**config.mk**
```make
export PLATFORM = sky130hd
export DESIGN_NAME = ysyx_24070014_mem_arbiter
export DESIGN_NICKNAME = d
export VERILOG_FILES = /design/src/rtl/ysyx_24070014_mem_pkg.sv /design/src/rtl/ysyx_24070014_arb_pick.sv /design/src/rtl/ysyx_24070014_mem_arbiter.sv
export SDC_FILE = /design/constraint.sdc
export NUM_CORES = 1
export LEC_CHECK = 0
export ABC_AREA = 1
export BUFFER_PORTS_ARGS = -buffer_cell sky130_fd_sc_hd__clkbuf_2
export CAP_MARGIN = 20
export CORE_AREA = 2 2 108 110
export CTS_CLUSTER_SIZE = 10
export DETAILED_ROUTE_END_ITERATION = 7
export DIE_AREA = 0 0 110 112
export PLACE_DENSITY = 0.67
export SYNTH_ARGS = -nofsm -noshare
export SYNTH_HDL_FRONTEND = slang
export SYNTH_SLANG_ARGS = --single-unit
```
**constraint.sdc**
```tcl
create_clock -name clk -period 2.8 [get_ports clk]
set_input_delay 0.56 -clock clk [delete_from_list [all_inputs] [get_ports clk]]
set_output_delay 0.56 -clock clk [all_outputs]
set_load 0.01 [all_outputs]
```
**src/rtl/ysyx_24070014_mem_pkg.sv**
```systemverilog
// rtl/ysyx_24070014_mem_pkg.sv - shared constants and types for the memory-port arbiter
package ysyx_24070014_mem_pkg;

  localparam int WORD_LEN = 32;

  typedef enum logic [1:0] {
    IDLE = 2'd0,
    REQ  = 2'd1,
    WAIT = 2'd2
  } state_e;

  localparam logic OWN_IFU = 1'b0;
  localparam logic OWN_LSU = 1'b1;

endpackage

```
**src/rtl/ysyx_24070014_arb_pick.sv**
```systemverilog
// rtl/ysyx_24070014_arb_pick.sv - combinational grant picker; YSYX_24070014_ARB_RR_EN selects round-robin
module ysyx_24070014_arb_pick (
  input  logic ifu_valid_i,
  input  logic lsu_valid_i,
  input  logic last_owner_i,
  output logic grant_ifu_o,
  output logic grant_lsu_o
);
  import ysyx_24070014_mem_pkg::*;

`ifdef YSYX_24070014_ARB_RR_EN
  // On a conflict the requester that did not win last time goes first
  always_comb begin
    grant_lsu_o = lsu_valid_i && (!ifu_valid_i || (last_owner_i == OWN_IFU));
    grant_ifu_o = ifu_valid_i && (!lsu_valid_i || (last_owner_i == OWN_LSU));
  end
`else
  // Fixed priority: a pending data access always beats instruction fetch
  always_comb begin
    grant_lsu_o = lsu_valid_i;
    grant_ifu_o = ifu_valid_i && !lsu_valid_i;
  end

  logic unused_last_owner;
  assign unused_last_owner = last_owner_i;
`endif

endmodule

```
**src/rtl/ysyx_24070014_mem_arbiter.sv**
```systemverilog
// rtl/ysyx_24070014_mem_arbiter.sv - IFU/LSU arbiter for the single memory port; YSYX_24070014_ARB_RR_EN enables round-robin
module ysyx_24070014_mem_arbiter #(
  parameter int WORD_LEN = ysyx_24070014_mem_pkg::WORD_LEN,
  parameter int MASK_LEN = WORD_LEN / 8
) (
  input  logic                clk,
  input  logic                reset,
  input  logic                ifu_req_valid,
  output logic                ifu_req_ready,
  input  logic [WORD_LEN-1:0] ifu_addr,
  output logic                ifu_resp_valid,
  output logic [WORD_LEN-1:0] ifu_resp_data,
  input  logic                lsu_req_valid,
  output logic                lsu_req_ready,
  input  logic [WORD_LEN-1:0] lsu_addr,
  input  logic                lsu_wen,
  input  logic [WORD_LEN-1:0] lsu_wdata,
  input  logic [MASK_LEN-1:0] lsu_wmask,
  output logic                lsu_resp_valid,
  output logic [WORD_LEN-1:0] lsu_resp_data,
  output logic                mem_req_valid,
  input  logic                mem_req_ready,
  output logic [WORD_LEN-1:0] mem_addr,
  output logic                mem_wen,
  output logic [WORD_LEN-1:0] mem_wdata,
  output logic [MASK_LEN-1:0] mem_wmask,
  input  logic                mem_resp_valid,
  input  logic [WORD_LEN-1:0] mem_resp_data,
  output logic                owner,
  output logic                protocol_err
);
  import ysyx_24070014_mem_pkg::*;

  state_e              state_q;
  logic                owner_q;
  logic                err_q;
  logic                req_valid_q;
  logic [WORD_LEN-1:0] addr_q;
  logic                wen_q;
  logic [WORD_LEN-1:0] wdata_q;
  logic [MASK_LEN-1:0] wmask_q;
  logic                last_owner;
  logic                grant_ifu;
  logic                grant_lsu;
  logic                idle;
  logic                resp_done;

  ysyx_24070014_arb_pick u_pick (
    .ifu_valid_i  (ifu_req_valid),
    .lsu_valid_i  (lsu_req_valid),
    .last_owner_i (last_owner),
    .grant_ifu_o  (grant_ifu),
    .grant_lsu_o  (grant_lsu)
  );

`ifdef YSYX_24070014_ARB_RR_EN
  logic rr_q;

  // Remember the last winner; reset value makes IFU win the first conflict
  always_ff @(posedge clk) begin
    if (!reset) begin
      rr_q <= OWN_LSU;
    end else if (idle && grant_lsu) begin
      rr_q <= OWN_LSU;
    end else if (idle && grant_ifu) begin
      rr_q <= OWN_IFU;
    end
  end

  assign last_owner = rr_q;
`else
  assign last_owner = owner_q;
`endif

  assign idle          = (state_q == IDLE);
  assign resp_done     = (state_q == WAIT) && mem_resp_valid;
  assign ifu_req_ready = idle && grant_ifu;
  assign lsu_req_ready = idle && grant_lsu;

  // Main sequencer: capture the winner, present it to memory, await the response
  always_ff @(posedge clk) begin
    if (!reset) begin
      state_q     <= IDLE;
      owner_q     <= OWN_IFU;
      err_q       <= 1'b0;
      req_valid_q <= 1'b0;
      addr_q      <= '0;
      wen_q       <= 1'b0;
      wdata_q     <= '0;
      wmask_q     <= '0;
    end else begin
      case (state_q)
        IDLE: begin
          if (mem_resp_valid) err_q <= 1'b1;
          if (grant_lsu) begin
            addr_q      <= lsu_addr;
            wen_q       <= lsu_wen;
            wdata_q     <= lsu_wdata;
            wmask_q     <= lsu_wen ? lsu_wmask : '0;
            owner_q     <= OWN_LSU;
            req_valid_q <= 1'b1;
            state_q     <= REQ;
          end else if (grant_ifu) begin
            addr_q      <= ifu_addr;
            wen_q       <= 1'b0;
            wdata_q     <= '0;
            wmask_q     <= '0;
            owner_q     <= OWN_IFU;
            req_valid_q <= 1'b1;
            state_q     <= REQ;
          end
        end
        REQ: begin
          if (mem_resp_valid) err_q <= 1'b1;
          if (mem_req_ready) begin
            req_valid_q <= 1'b0;
            state_q     <= WAIT;
          end
        end
        WAIT: begin
          if (mem_resp_valid) state_q <= IDLE;
        end
        default: state_q <= IDLE;
      endcase
    end
  end

  assign ifu_resp_valid = resp_done && (owner_q == OWN_IFU);
  assign lsu_resp_valid = resp_done && (owner_q == OWN_LSU);
  assign ifu_resp_data  = mem_resp_data;
  assign lsu_resp_data  = mem_resp_data;
  assign mem_req_valid  = req_valid_q;
  assign mem_addr       = addr_q;
  assign mem_wen        = wen_q;
  assign mem_wdata      = wdata_q;
  assign mem_wmask      = wmask_q;
  assign owner          = owner_q;
  assign protocol_err   = err_q;

endmodule

```
Word level (Yosys, flattened, before mapping)
Cells that the tools add are included.

storage, ports and cells
  flip-flop bits (word level) = 74
  input port bits = 139

operators by class
  equal/unequal tests = 5
  mux-type cells = 19
  bitwise logic cells = 1
  reduce and logical (&&, ||, !) cells = 15

operators by type and width
  cell                                                             count
  32-bit 2-to-1 mux                                                4
  4-bit 2-to-1 mux                                                 3
  2-bit 2-to-1 mux                                                 4
  1-bit logical AND                                                6
  1-bit 2-to-1 mux                                                 6
  2-bit case mux with 3 select lines                               1
  3-bit AND reduction                                              2
  2-bit != test, second input constant                             2
  2-bit AND reduction                                              2
  2-bit nonzero test                                               2
  3-bit != test, second input constant                             1
  2-bit by 1-bit == test with 1-bit output, second input constant  1
  2-bit == test, second input constant                             1
  2-bit logical NOT                                                1
  1-bit case mux with 2 select lines                               1
  2-bit OR reduction                                               1
  1-bit logical NOT                                                1
  1-bit NOT                                                        1

Depth between registers and ports, before layout
Gate-level depths: netlist (run 1).

  depth in word-level cells = 5
  mapped depth = 8

By module
From an unflattened synthesis (run 1), not the netlist that was laid out.

second synthesis, totals
  cells, all modules = 570
  area, all modules = 3778.6 um^2

by module, submodules not included
  module                     times used  cells each  area an instance (um^2)  sequential area each (um^2)
  ysyx_24070014_mem_arbiter  1           567         3761.1                   1481.4
  ysyx_24070014_arb_pick     1           3           17.5                     0.0

Worst setup path after synthesis (run 1)
Ideal clock, no wire load.

  kind = in2out
  from = input port lsu_req_valid
  to = output port ifu_req_ready
  arrival time = 1.368 ns
  required time = 2.240 ns
  slack = 0.872 ns
  cell stages on the path = 3
  path through = buf_4 > clkbuf_1 > nor4_1

on the way
  longest elaborated chain between the ends = 3

RTL lines
  what               RTL line                         RTL
  start, declared    ysyx_24070014_mem_arbiter.sv:13  input logic lsu_req_valid,
  1-bit logical NOT  ysyx_24070014_arb_pick.sv:21     grant_ifu_o = ifu_valid_i && !lsu_valid_i;
  1-bit logical AND  ysyx_24070014_arb_pick.sv:21
  1-bit logical AND  ysyx_24070014_mem_arbiter.sv:77  assign ifu_req_ready = idle && grant_ifu;
  end, declared      ysyx_24070014_mem_arbiter.sv:9   output logic ifu_req_ready,

Every way passes these cells.

Final worst setup path (run 1)
Ends and elaborated chain as after synthesis.

==> results of run 1 <==
worst max path at each step:
stage	startpoint	end	slack [ns]	cells past startpoint
2_1_floorplan	lsu_req_valid	ifu_req_ready	0.87	3
3_3_place_gp	lsu_req_valid	ifu_req_ready	0.92	3
3_5_place_dp	lsu_req_valid	ifu_req_ready	0.88	3
4_1_cts	lsu_req_valid	ifu_req_ready	0.87	3
5_1_grt	lsu_req_valid	ifu_req_ready	0.80	3
6_report	lsu_req_valid	ifu_req_ready	0.89	3
stage by stage:
| stage | area, um^2 | instances | total power [uW] | hold WS (ns) | utilization [%] |
|---|---|---|---|---|---|
| 3_5_place_dp | 4243 | 801 | 1787 | 0.4510 | 37.97 |
| 4_1_cts | 4522 | 816 | 2881 | 0.4600 | 40.47 |
| 5_1_grt | 4522 | 816 | 3011 | 0.4747 | 40.47 |
| 6_report | 4522 | 816 | 2829 | 0.4596 | 40.47 |
| 2_1_floorplan | 3757 | 567 | 1671 | 0.4824 | - |
| 3_3_place_gp | 4243 | 801 | 1785 | 0.4493 | 37.97 |
sequential cells by signal, indices dropped and copies added (netlist names):
name / cells
owner: 1
mem_wmask: 4
mem_wdata: 32
mem_addr: 32
protocol_err: 1
mem_req_valid: 1
mem_wen: 1
state_q: 2
metal layers:
layer / global-route usage (%) / wire length [um] / up-vias
met5: 0 / 0 / -
met4: 5.232 / 139 / 0
met3: 6.967 / 1126 / 13
met2: 28.06 / 4667 / 172
met1: 16.54 / 3724 / 1510
li1: - / - / 1862
placed cells by master (no fill, tap or decap), types with 2 or more instances in the layout:
| cell type | instances |
|---|---|
| buf_4 | 6 |
| clkbuf_2 | 182 |
| dfxtp_1 | 74 |
| nand4_1 | 4 |
| inv_1 | 38 |
| nand2_1 | 203 |
| nand3_1 | 34 |
| clkinv_2 | 2 |
| clkbuf_16 | 9 |
| clkbuf_8 | 2 |
| nor2_1 | 68 |
| a21oi_1 | 42 |
cell families (layout without fill, tap and decap cells):
group | Yosys count | in the layout | synth area share, %
buf+inv | 138 | 244 | 22.01
compound gates | 42 | 42 | 5.594
flops | 74 | 74 | 39.43
simple gates | 313 | 313 | 32.97
worst reg2reg max path: stages, from the launching register on:
cell and delay, ns:
dfxtp_1 0.44, nor2_2 0.11, nand2_4 0.08, buf_12 0.33
nand2_1 0.19, a21oi_1 0.14
layout make-up:
type / instances / area share [%]
Multi-Input combinational cell: 355 / 32.15
Timing Repair Buffer: 189 / 21.58
Tap cell: 143 / 3.957
Clock inverter: 4 / 0.5811
Inverter: 40 / 3.376
Clock buffer: 11 / 5.589
Sequential cell: 74 / 32.76
where the power goes:
group | switching, uW | total, uW | leakage, uW | internal [uW]
logic | 336 | 562 | 0.00170 | 226
registers | 48.0 | 1200 | 0.000610 | 1150
clock network | 428 | 1070 | 0.000138 | 643
total | 812 | 2830 | 0.00245 | 2020
==> out/qor.csv, run 1 <==
stage;metric;value;unit
outcome;status;finished clean;
routing;num_vias;3557;
clock_tree;cts_tree;done;
layout;finalNetCount;808;
clock_tree;cts_hold_buf;0;
setup_path;regToRegStartpoint;state_q[1];
synthesis;syn_nets;706;
synthesis;synth_cell_types;17;
layout;multiInputGateArea;0.001454;mm^2
synthesis;synth_top_area_cell;dfxtp_1;
floorplanning;core;0.01117;mm^2
layout;antenna-diode-count;0;
global_route;grt_pass1_wl;15.40;mm
synthesis;synth_edf_count;0;
setup_path;critPathLaunchType;primary input;
setup_path;critPathKind;primary input to output port;
timing;setup_viol_count_final;0;
clock_tree;postCtsSetupBuffers;0;
global_route;gr-usage-all-layers;15.88;%
setup_path;critPathMaxFanout;15;
routing;ant_nets;0;
clock_tree;clk_latency;0.32;ns
global_route;grt_pass1_vias;3321;
timing;post-route-min-period;1.909;ns
timing;worstMarginPinSlew;0.7086;ns
global_route;grt_max_degree;105;
min_path;min_from;mem_wdata[4];
global_route;antenna_found_initial;0;
clock_tree;numCtsBuffers;9;
floorplanning;dieHeight;112;um
synthesis;synth_common_cells;nand2_1, dfxtp_1, buf_4;
clock_tree;cts_resized;0;
synthesis;syn_area;0.003757;mm^2
setup_path;cp_top_family;buffers and inverters;
clock_tree;clock-sinks;74;
routing;routed_wirelength;9.658;mm
timing;rsz0062_at_grt;no;
setup_path;path_buf_inv;2;
layout;syn2layout_area_growth;20.35;%
synthesis;synthCells;567;
floorplanning;num_rows;39;
floorplanning;dieWidth;110;um
clock_tree;path_clk_slew;0.06;ns
setup_path;cp.required;2.24;ns
setup_path;worstPathCellList;clkbuf_2, nor4_1, clkbuf_2;
setup_path;r2r_cells;5;
floorplanning;die-area;0.01232;mm^2
routing;routedWlPerCell;11.84;um
global_route;grt-ovfl-total;0;
min_path;hold_class;register to register;
clock_tree;clk_path_buf_depth;2;
layout;drive_gt1_share;30.76;%
layout;layout.area.seq;0.001481;mm^2
synthesis;synth_seq_cells;74;
synthesis;ys_warn_count;0;
timing;fin_setup_tns;0;ns
setup_path;crit_arrival;1.35;ns
placement;pre_cts_slack;0.8750;ns
timing;fin_ws;0.8908;ns
timing;slew_viol_final;0;
placement;numPortBuffers;182;
pwr;power.density_cell_area;625.7;mW/mm^2
pwr;leakagePower;0.002451;uW
clock_tree;h-tree-depth;3;
min_path;holdPathEnd;mem_wdata[4];
synthesis;netlist.area_leader.share;39.43;%
routing;drc_errors;0;
setup_path;endpoint_kind;output port;
synthesis;synth_ff_type;dfxtp_1;
timing;slew_headroom;52.47;%
synthesis;yosysSeqAreaShare;39.43;%
layout;fill_cells;1248;
routing;dr.first_iter.drc_count;154;
synthesis;synth_async_sr_flop_share;0;%
placement;globalplace.congestion;0.7769;
synthesis;syn_area_per_cell;6.627;um^2
setup_path;crit_top_cell;clkbuf_2;
timing;fmax;523.8;MHz
setup_path;reg2reg_to;mem_wmask[3];
clock_tree;root_buffer;clkbuf_16;
placement;post-dp-hpwl;7.059;mm
setup_path;rrSetupSlack;1.42;ns
timing;finalCritPeriodShare;68.18;%
floorplanning;start_util;33.62;%
routing;firstDrtPassIters;4;
routing;vias_per_cell;4.359;
synthesis;yosysMostFrequentCell;nand2_1;
setup_path;slowest_stage;nor4_1;
setup_path;slowest_delay;0.34;ns
synthesis;synth.area.top_cells;dfxtp_1, nand2_1, buf_4;
min_path;whs_path_depth;2;
floorplanning;io_pins;279;
timing;fin_skew;0.005364;ns
pwr;peakVddDrop;0.2394;mV
run;max-cap-violations;0;
timing;hold_violations;0;
No activity file was read; power rests on OpenSTA's default activity.
==> inputs of run 2 (changes only) <==
==> constraint.sdc (replaced) <==
create_clock -name clk -period 1.95 [get_ports clk]
set_input_delay 0.39 -clock clk [delete_from_list [all_inputs] [get_ports clk]]
set_output_delay 0.39 -clock clk [all_outputs]
set_load 0.01 [all_outputs]
==> run 2 against run 1 <==
Combinational power up 45%. Clock skew about the same. Die area stayed put. Power increased by 47%. Worst hold slack got worse by 0.15 ns. Clock power rose by 52%. Largest cell class unchanged. Largest power group unchanged.
==> out/qor.csv, run 2 (synthesis gave the netlist of run 1 again) <==
stage;metric;value;unit;change
outcome;status;finished clean;;
min_path;whs_path_depth;3;;+1
floorplanning;die-area;0.01232;mm^2;unchanged
routing;routed_wirelength;9.549;mm;-1.1%
layout;syn2layout_area_growth;21.48;%;
global_route;gr-usage-all-layers;15.32;%;-0.55 points
global_route;antenna_found_initial;0;;unchanged
clock_tree;postCtsSetupBuffers;0;;unchanged
timing;fin_setup_tns;0;ns;unchanged
setup_path;r2r_cells;4;;-1
setup_path;reg2reg_to;mem_wmask[0];;
clock_tree;cts_hold_buf;0;;unchanged
placement;numPortBuffers;182;;unchanged
routing;wl_met1;3.887;mm;+4.4%
timing;finalCritPeriodShare;84.47;%;
global_route;grt_pass1_wl;14.78;mm;-4.0%
routing;vias_per_cell;4.336;;-0.53%
timing;fin_ws;0.3028;ns;-0.5880 ns
setup_path;critPathMaxFanout;6;;-9
setup_path;endpoint_kind;output port;;
timing;setup_viol_count_final;0;;unchanged
pwr;peakVddDrop;0.4119;mV;+72%
min_path;min_from;lsu_wdata[18];;
layout;multiInputGateArea;0.001454;mm^2;unchanged
routing;ant_nets;0;;unchanged
min_path;holdPathEnd;mem_wdata[18];;
placement;globalplace.congestion;0.7717;;-0.67%
setup_path;rrSetupSlack;0.60;ns;-0.82 ns
pwr;power.density_cell_area;912.9;mW/mm^2;+46%
layout;layout.area.seq;0.001481;mm^2;unchanged
routing;routedWlPerCell;11.66;um;-1.5%
layout;final_common_cell;nand2_1;;
clock_tree;clock-sinks;74;;unchanged
global_route;grt_pass1_vias;3205;;-3.5%
setup_path;cp.required;1.56;ns;-0.68 ns
routing;num_vias;3551;;-0.17%
floorplanning;dieHeight;112;um;unchanged
setup_path;regToRegStartpoint;state_q[1];;
floorplanning;start_util;33.62;%;unchanged
clock_tree;cts_resized;0;;unchanged
setup_path;critPathLaunch;state_q[1];;
global_route;grt_max_degree;56;;-47%
clock_tree;root_buffer;clkbuf_16;;
min_path;hold_class;primary input to register;;
timing;post-route-min-period;1.647;ns;
layout;fill_cells;1239;;-0.72%
routing;routed-wl-met3;1.027;mm;-8.8%
clock_tree;path_clk_slew;0.06;ns;about the same
clock_tree;clk_latency;0.32;ns;about the same
timing;rsz0062_at_grt;no;;
floorplanning;core;0.01117;mm^2;unchanged
timing;worstMarginPinSlew;0.4358;ns;-0.2728 ns
placement;pre_cts_slack;0.4778;ns;-0.3972 ns
timing;slew_viol_final;0;;unchanged
setup_path;crit_arrival;1.26;ns;-0.09 ns
global_route;grt-ovfl-total;0;;unchanged
placement;post-dp-hpwl;7.141;mm;+1.2%
routing;dr.first_iter.drc_count;123;;-20%
routing;firstDrtPassIters;4;;unchanged
clock_tree;cts_tree;done;;
routing;drc_errors;0;;unchanged
routing;wl_met2;4.521;mm;-3.1%
floorplanning;dieWidth;110;um;unchanged
layout;final_cell_mix;nand2_1, clkbuf_2, dfxtp_1, nor2_1, a21oi_1;;
timing;hold_violations;0;;unchanged
timing;slew_headroom;70.94;%;+18 points
routing;top_layer_used;met4;;
clock_tree;h-tree-depth;3;;unchanged
floorplanning;num_rows;39;;unchanged
layout;drive_gt1_share;30.92;%;+0.16 points
layout;antenna-diode-count;0;;unchanged
floorplanning;io_pins;279;;unchanged
clock_tree;clk_path_buf_depth;2;;unchanged
setup_path;critPathKind;register to output port;;
timing;fmax;607.1;MHz;
layout;finalNetCount;810;;+0.25%
clock_tree;numCtsBuffers;9;;unchanged
pwr;leakagePower;0.002470;uW;+0.79%
setup_path;critPathLaunchType;register;;
run;max-cap-violations;0;;unchanged
timing;fin_skew;0.005524;ns;+0.0001597 ns
-- run 2: changes by cell type in the layout (fill, tap and decap cells not counted) --
cell | previous run | this run
clkbuf_1 | 0 | 1
buf_4 | 6 | 7
buf_12 | 1 | 2
bufinv_16 | 0 | 1
clkinv_4 | 0 | 1
clkbuf_8 | 2 | 0
-- run 2: critical path, cell delays in order, from the launching register on --
cell,delay (ns)
dfxtp_1,0.37
nor2_2,0.22
nand2_1,0.14
inv_1,0.07
clkbuf_2,0.12
-- run 2: worst max path at each step --
| stage | to | slack (ns) |
|---|---|---|
| finish | lsu_req_ready | 0.30 |
| global route | lsu_req_ready | 0.24 |
| CTS | lsu_req_ready | 0.28 |
| detailed placement | ifu_req_ready | 0.48 |
| global placement | ifu_req_ready | 0.50 |
| floorplan | ifu_req_ready | 0.36 |
-- run 2: per-stage QoR --
| stage | hold slack, ns | utilization, % | area [um^2] | total power, uW | std cells |
|---|---|---|---|---|---|
| 5_1_grt | 0.3098 | 40.85 | 4564 | 4430 | 819 |
| 3_3_place_gp | 0.4496 | 38.22 | 4270 | 2579 | 803 |
| 2_1_floorplan | 0.4824 | - | 3757 | 2399 | 567 |
| 6_report | 0.3090 | 40.85 | 4564 | 4167 | 819 |
| 4_1_cts | 0.2914 | 40.85 | 4564 | 4251 | 819 |
| 3_5_place_dp | 0.4553 | 38.22 | 4270 | 2581 | 803 |
-- run 2: power breakdown --
group / switching (uW) / internal, uW / total [uW]
logic: 480 / 336 / 816
registers: 70.8 / 1650 / 1720
clock network: 639 / 993 / 1630
-- run 2: cell type report --
class	instances	share of cell area (%)
flip-flops and latches	74	32.46
multi-input cells	355	31.85
repair buffers	191	21.98
clock buffers	10	5.016
well taps	143	3.920
inverters	40	3.344
clock inverters	6	1.425
-- run 2: layer usage --
metal / vias to the layer above / track usage [%]
met5: - / 0
met4: 0 / 5.316
met3: 8 / 6.323
met2: 173 / 26.26
met1: 1498 / 16.82
li1: 1872 / -
==> inputs of run 3 (changes only) <==
--- a/config.mk
+++ b/config.mk
@@ -5,14 +5,14 @@
 export SDC_FILE = /design/constraint.sdc
 export NUM_CORES = 1
 export LEC_CHECK = 0
-export ABC_AREA = 1
+export ABC_AREA = 0
 export BUFFER_PORTS_ARGS = -buffer_cell sky130_fd_sc_hd__clkbuf_2
 export CAP_MARGIN = 20
-export CORE_AREA = 2 2 108 110
+export CORE_AREA = 2 2 107 109
 export CTS_CLUSTER_SIZE = 10
 export DETAILED_ROUTE_END_ITERATION = 7
-export DIE_AREA = 0 0 110 112
-export PLACE_DENSITY = 0.67
+export DIE_AREA = 0 0 109 111
+export PLACE_DENSITY = 0.71
 export SYNTH_ARGS = -nofsm -noshare
 export SYNTH_HDL_FRONTEND = slang
 export SYNTH_SLANG_ARGS = --single-unit
==> constraint.sdc (replaced) <==
create_clock -name clk -period 1.4 [get_ports clk]
set_input_delay 0.28 -clock clk [delete_from_list [all_inputs] [get_ports clk]]
set_output_delay 0.28 -clock clk [all_outputs]
set_load 0.01 [all_outputs]
==> run 3 against run 2 <==
The flow now finishes with violations (negative setup slack). Clock power grew 50%. Worst hold slack lost 0.14 ns. Sequential share of layout area down 1.5 points. Critical path type unchanged.
==> out/qor.csv, run 3 <==
stage;metric;value;unit;change
pwr;pwr-share-clk;40.3;%;+1.1 points
synthesis;synth-compound-area-share;21.58;%;+16 points
clock_tree;clk_path_buf_depth;2;;unchanged
timing;fin_ws;-0.1302;ns;-0.4330 ns
clock_tree;cts_tree;done;;
global_route;antenna_found_initial;0;;unchanged
placement;numPortBuffers;182;;unchanged
global_route;grt_max_degree;79;;+41%
synthesis;synth_ff_type;dfxtp_1;;
outcome;violations;negative setup slack;;
synthesis;yosysSeqAreaShare;39.80;%;+0.37 points
timing;fin_setup_tns;-0.4851;ns;-0.4851 ns
pwr;p_int;4452;uW;+50%
routing;routedWlPerCell;15.84;um;+36%
synthesis;ys_warn_count;0;;unchanged
global_route;grt-ovfl-total;0;;unchanged
synthesis;synth_seq_cells;74;;unchanged
setup_path;critPathLaunchType;register;;
floorplanning;dieHeight;111;um;-0.89%
synthesis;synth_async_sr_flop_share;0;%;unchanged
clock_tree;numCtsBuffers;9;;unchanged
setup_path;endpoint_kind;output port;;
clock_tree;clk_latency;0.33;ns;about the same
floorplanning;start_util;33.60;%;about the same
timing;fin_skew;0.005616;ns;+0.00009270 ns
placement;place_inst;646;;-20%
synthesis;synth_fa_ha_area_share;0;%;unchanged
global_route;grt_pass1_vias;3178;;-0.84%
placement;pre_cts_slack;0.02180;ns;-0.4560 ns
layout;syn2layout_area_growth;28.87;%;
outcome;status;finished, violations left;;
timing;setup_viol_count_final;4;;+4
floorplanning;num_rows;39;;unchanged
layout;final_common_cell;clkbuf_2;;
setup_path;critPathKind;register to output port;;
pwr;peakVddDrop;0.5178;mV;+26%
clock_tree;root_buffer;clkbuf_16;;
timing;post-route-min-period;1.530;ns;
routing;dr.first_iter.drc_count;111;;-9.8%
routing;drc_errors;0;;unchanged
clock_tree;h-tree-depth;3;;unchanged
synthesis;syn_area_per_cell;9.306;um^2;+40%
timing;whs;0.1683;ns;-0.1407 ns
synthesis;synth_xor_area_share;0;%;unchanged
timing;rsz0062_at_grt;yes;;
synthesis;synth.mux.area_fraction;8.605;%;+8.6 points
synthesis;synth_simple_gate_area_share;12.10;%;-21 points
timing;finalCritPeriodShare;109.3;%;
global_route;grt_pass1_wl;16.18;mm;+9.5%
placement;globalplace.congestion;0.7309;;-5.3%
layout;final_util;43.31;%;+2.5 points
pwr;pwr-share-seq;39.6;%;-1.7 points
min_path;hold_class;primary input to register;;
setup_path;critPathMaxFanout;2;;-4
synthesis;syn_area;0.003722;mm^2;-0.93%
routing;ant_nets;0;;unchanged
clock_tree;path_clk_slew;0.06;ns;about the same
setup_path;cp.required;1.12;ns;-0.44 ns
synthesis;synth_common_cells;dfxtp_1, buf_4, nand2_1;;
routing;routed_wirelength;10.56;mm;+11%
global_route;gr-usage-all-layers;17.29;%;+2.0 points
synthesis;netlist.area_leader.share;39.80;%;+0.37 points
timing;slew_viol_final;0;;unchanged
layout;finalNetCount;658;;-19%
layout;drive_gt1_share;44.47;%;+14 points
pwr;power.density_cell_area;1263;mW/mm^2;+38%
floorplanning;dieWidth;109;um;-0.91%
floorplanning;core;0.01108;mm^2;-0.87%
layout;finalNonFillerCells;667;;-19%
floorplanning;io_pins;279;;unchanged
synthesis;synth.area.top_cells;dfxtp_1, buf_4, mux2i_1;;
timing;hold_violations;0;;unchanged
synthesis;syn_nets;539;;-24%
floorplanning;die-area;0.01210;mm^2;-1.8%
routing;num_vias;3250;;-8.5%
timing;slew_headroom;80.04;%;+9.1 points
clock_tree;clock-sinks;74;;unchanged
routing;vias_per_cell;4.873;;+12%
run;max-cap-violations;0;;unchanged
setup_path;crit_arrival;1.25;ns;about the same
pwr;comb_power_share;20.1;%;+0.5 points
placement;post-dp-hpwl;7.795;mm;+9.2%
synthesis;synthCells;400;;-29%
timing;fmax;653.5;MHz;
pwr;p_switching;1607;uW;+35%
synthesis;synth_top_family_by_area;compound AO/OA/AOI/OAI gates;;
pwr;leakagePower;0.002550;uW;+3.2%
routing;firstDrtPassIters;4;;unchanged
layout;fill_cells;1080;;-13%
pwr;sw_frac_of_total;26.52;%;-2.0 points
layout;final_cell_mix;clkbuf_2, dfxtp_1, nand2_1;;
synthesis;yosysMostFrequentCell;dfxtp_1;;
timing;worstMarginPinSlew;0.2995;ns;-0.1364 ns
layout;antenna-diode-count;0;;unchanged
synthesis;synth_edf_count;0;;unchanged
synthesis;synth_cell_types;25;;+8
synthesis;synth_top_area_cell;dfxtp_1;;
clock_tree;cts_hold_buf;0;;unchanged
## run 3: cell types whose count changed after synthesis, moves of 30 or more
cell | previous run | this run
o21ai_0 | 0 | 33
inv_1 | 38 | 0
a21oi_1 | 42 | 0
nor2_1 | 68 | 2
mux2i_1 | 0 | 32
o211a_1 | 0 | 32
a21boi_1 | 0 | 30
nand2_1 | 203 | 42
## run 3: kinds of logic (layout without fill, tap and decap cells)
| group | count (synthesis) | in the layout |
|---|---|---|
| AOI/OAI and AO/OA | 108 | 108 |
| buffers and inverters | 97 | 221 |
| and+or+nand+nor | 89 | 89 |
| DFF | 74 | 74 |
| muxes | 32 | 32 |
## run 3: critical path, stage by stage, from the launching register on
cell and delay (ns):
dfxtp_2 0.32, or2_4 0.26, nor3b_4 0.18, buf_2 0.16
## run 3: power groups by stage
stage	clock network [uW]	logic (uW)	registers, uW
floorplan	0	753	2520
global placement	0	1160	2440
detailed placement	0	1180	2440
CTS	2510	1240	2400
global route	2580	1330	2420
finish	2440	1220	2400
## run 3: timing repair
item                                    CTS  global route
gates resized for setup                   7            23
pin swaps                                 3             2
buffers inserted                          4             1
endpoints found under the setup margin    4            41
gates cloned                              1             0
## run 3: final timing paths
| kind | start | slack [ns] | cells after the start | endpoint |
|---|---|---|---|---|
| worst max-delay path | state_q[0] | -0.13 | 3 | ifu_req_ready |
| worst min-delay path | lsu_wdata[8] | 0.17 | 3 | mem_wdata[8] |
| worst max register to register | state_q[0] | 0.07 | 5 | mem_wdata[28] |
| worst min register to register | protocol_err | 0.47 | 1 | protocol_err |
## run 3: layout make-up
type / count / area (um^2) / share of cell area, %
Clock buffer: 9 / 225.2 / 4.695
Tap cell: 143 / 178.9 / 3.730
Timing Repair Buffer: 205 / 1204 / 25.09
Multi-Input combinational cell: 229 / 1612 / 33.59
Clock inverter: 7 / 93.84 / 1.956
Sequential cell: 74 / 1484 / 30.93
## run 3: through the flow
stage	cell area, um^2	power, uW
finish	4797	6058
global route	4797	6338
CTS	4783	6147
detailed placement	4382	3621
global placement	4382	3597
floorplan	3734	3275
## run 3: layer usage
layer	vias to the layer above	track usage, %	routed length [um]
li1	1575	-	-
met2	163	30.72	5480
met4	0	8.291	229
met5	-	0	0
met3	17	4.056	864
met1	1495	18.93	3989
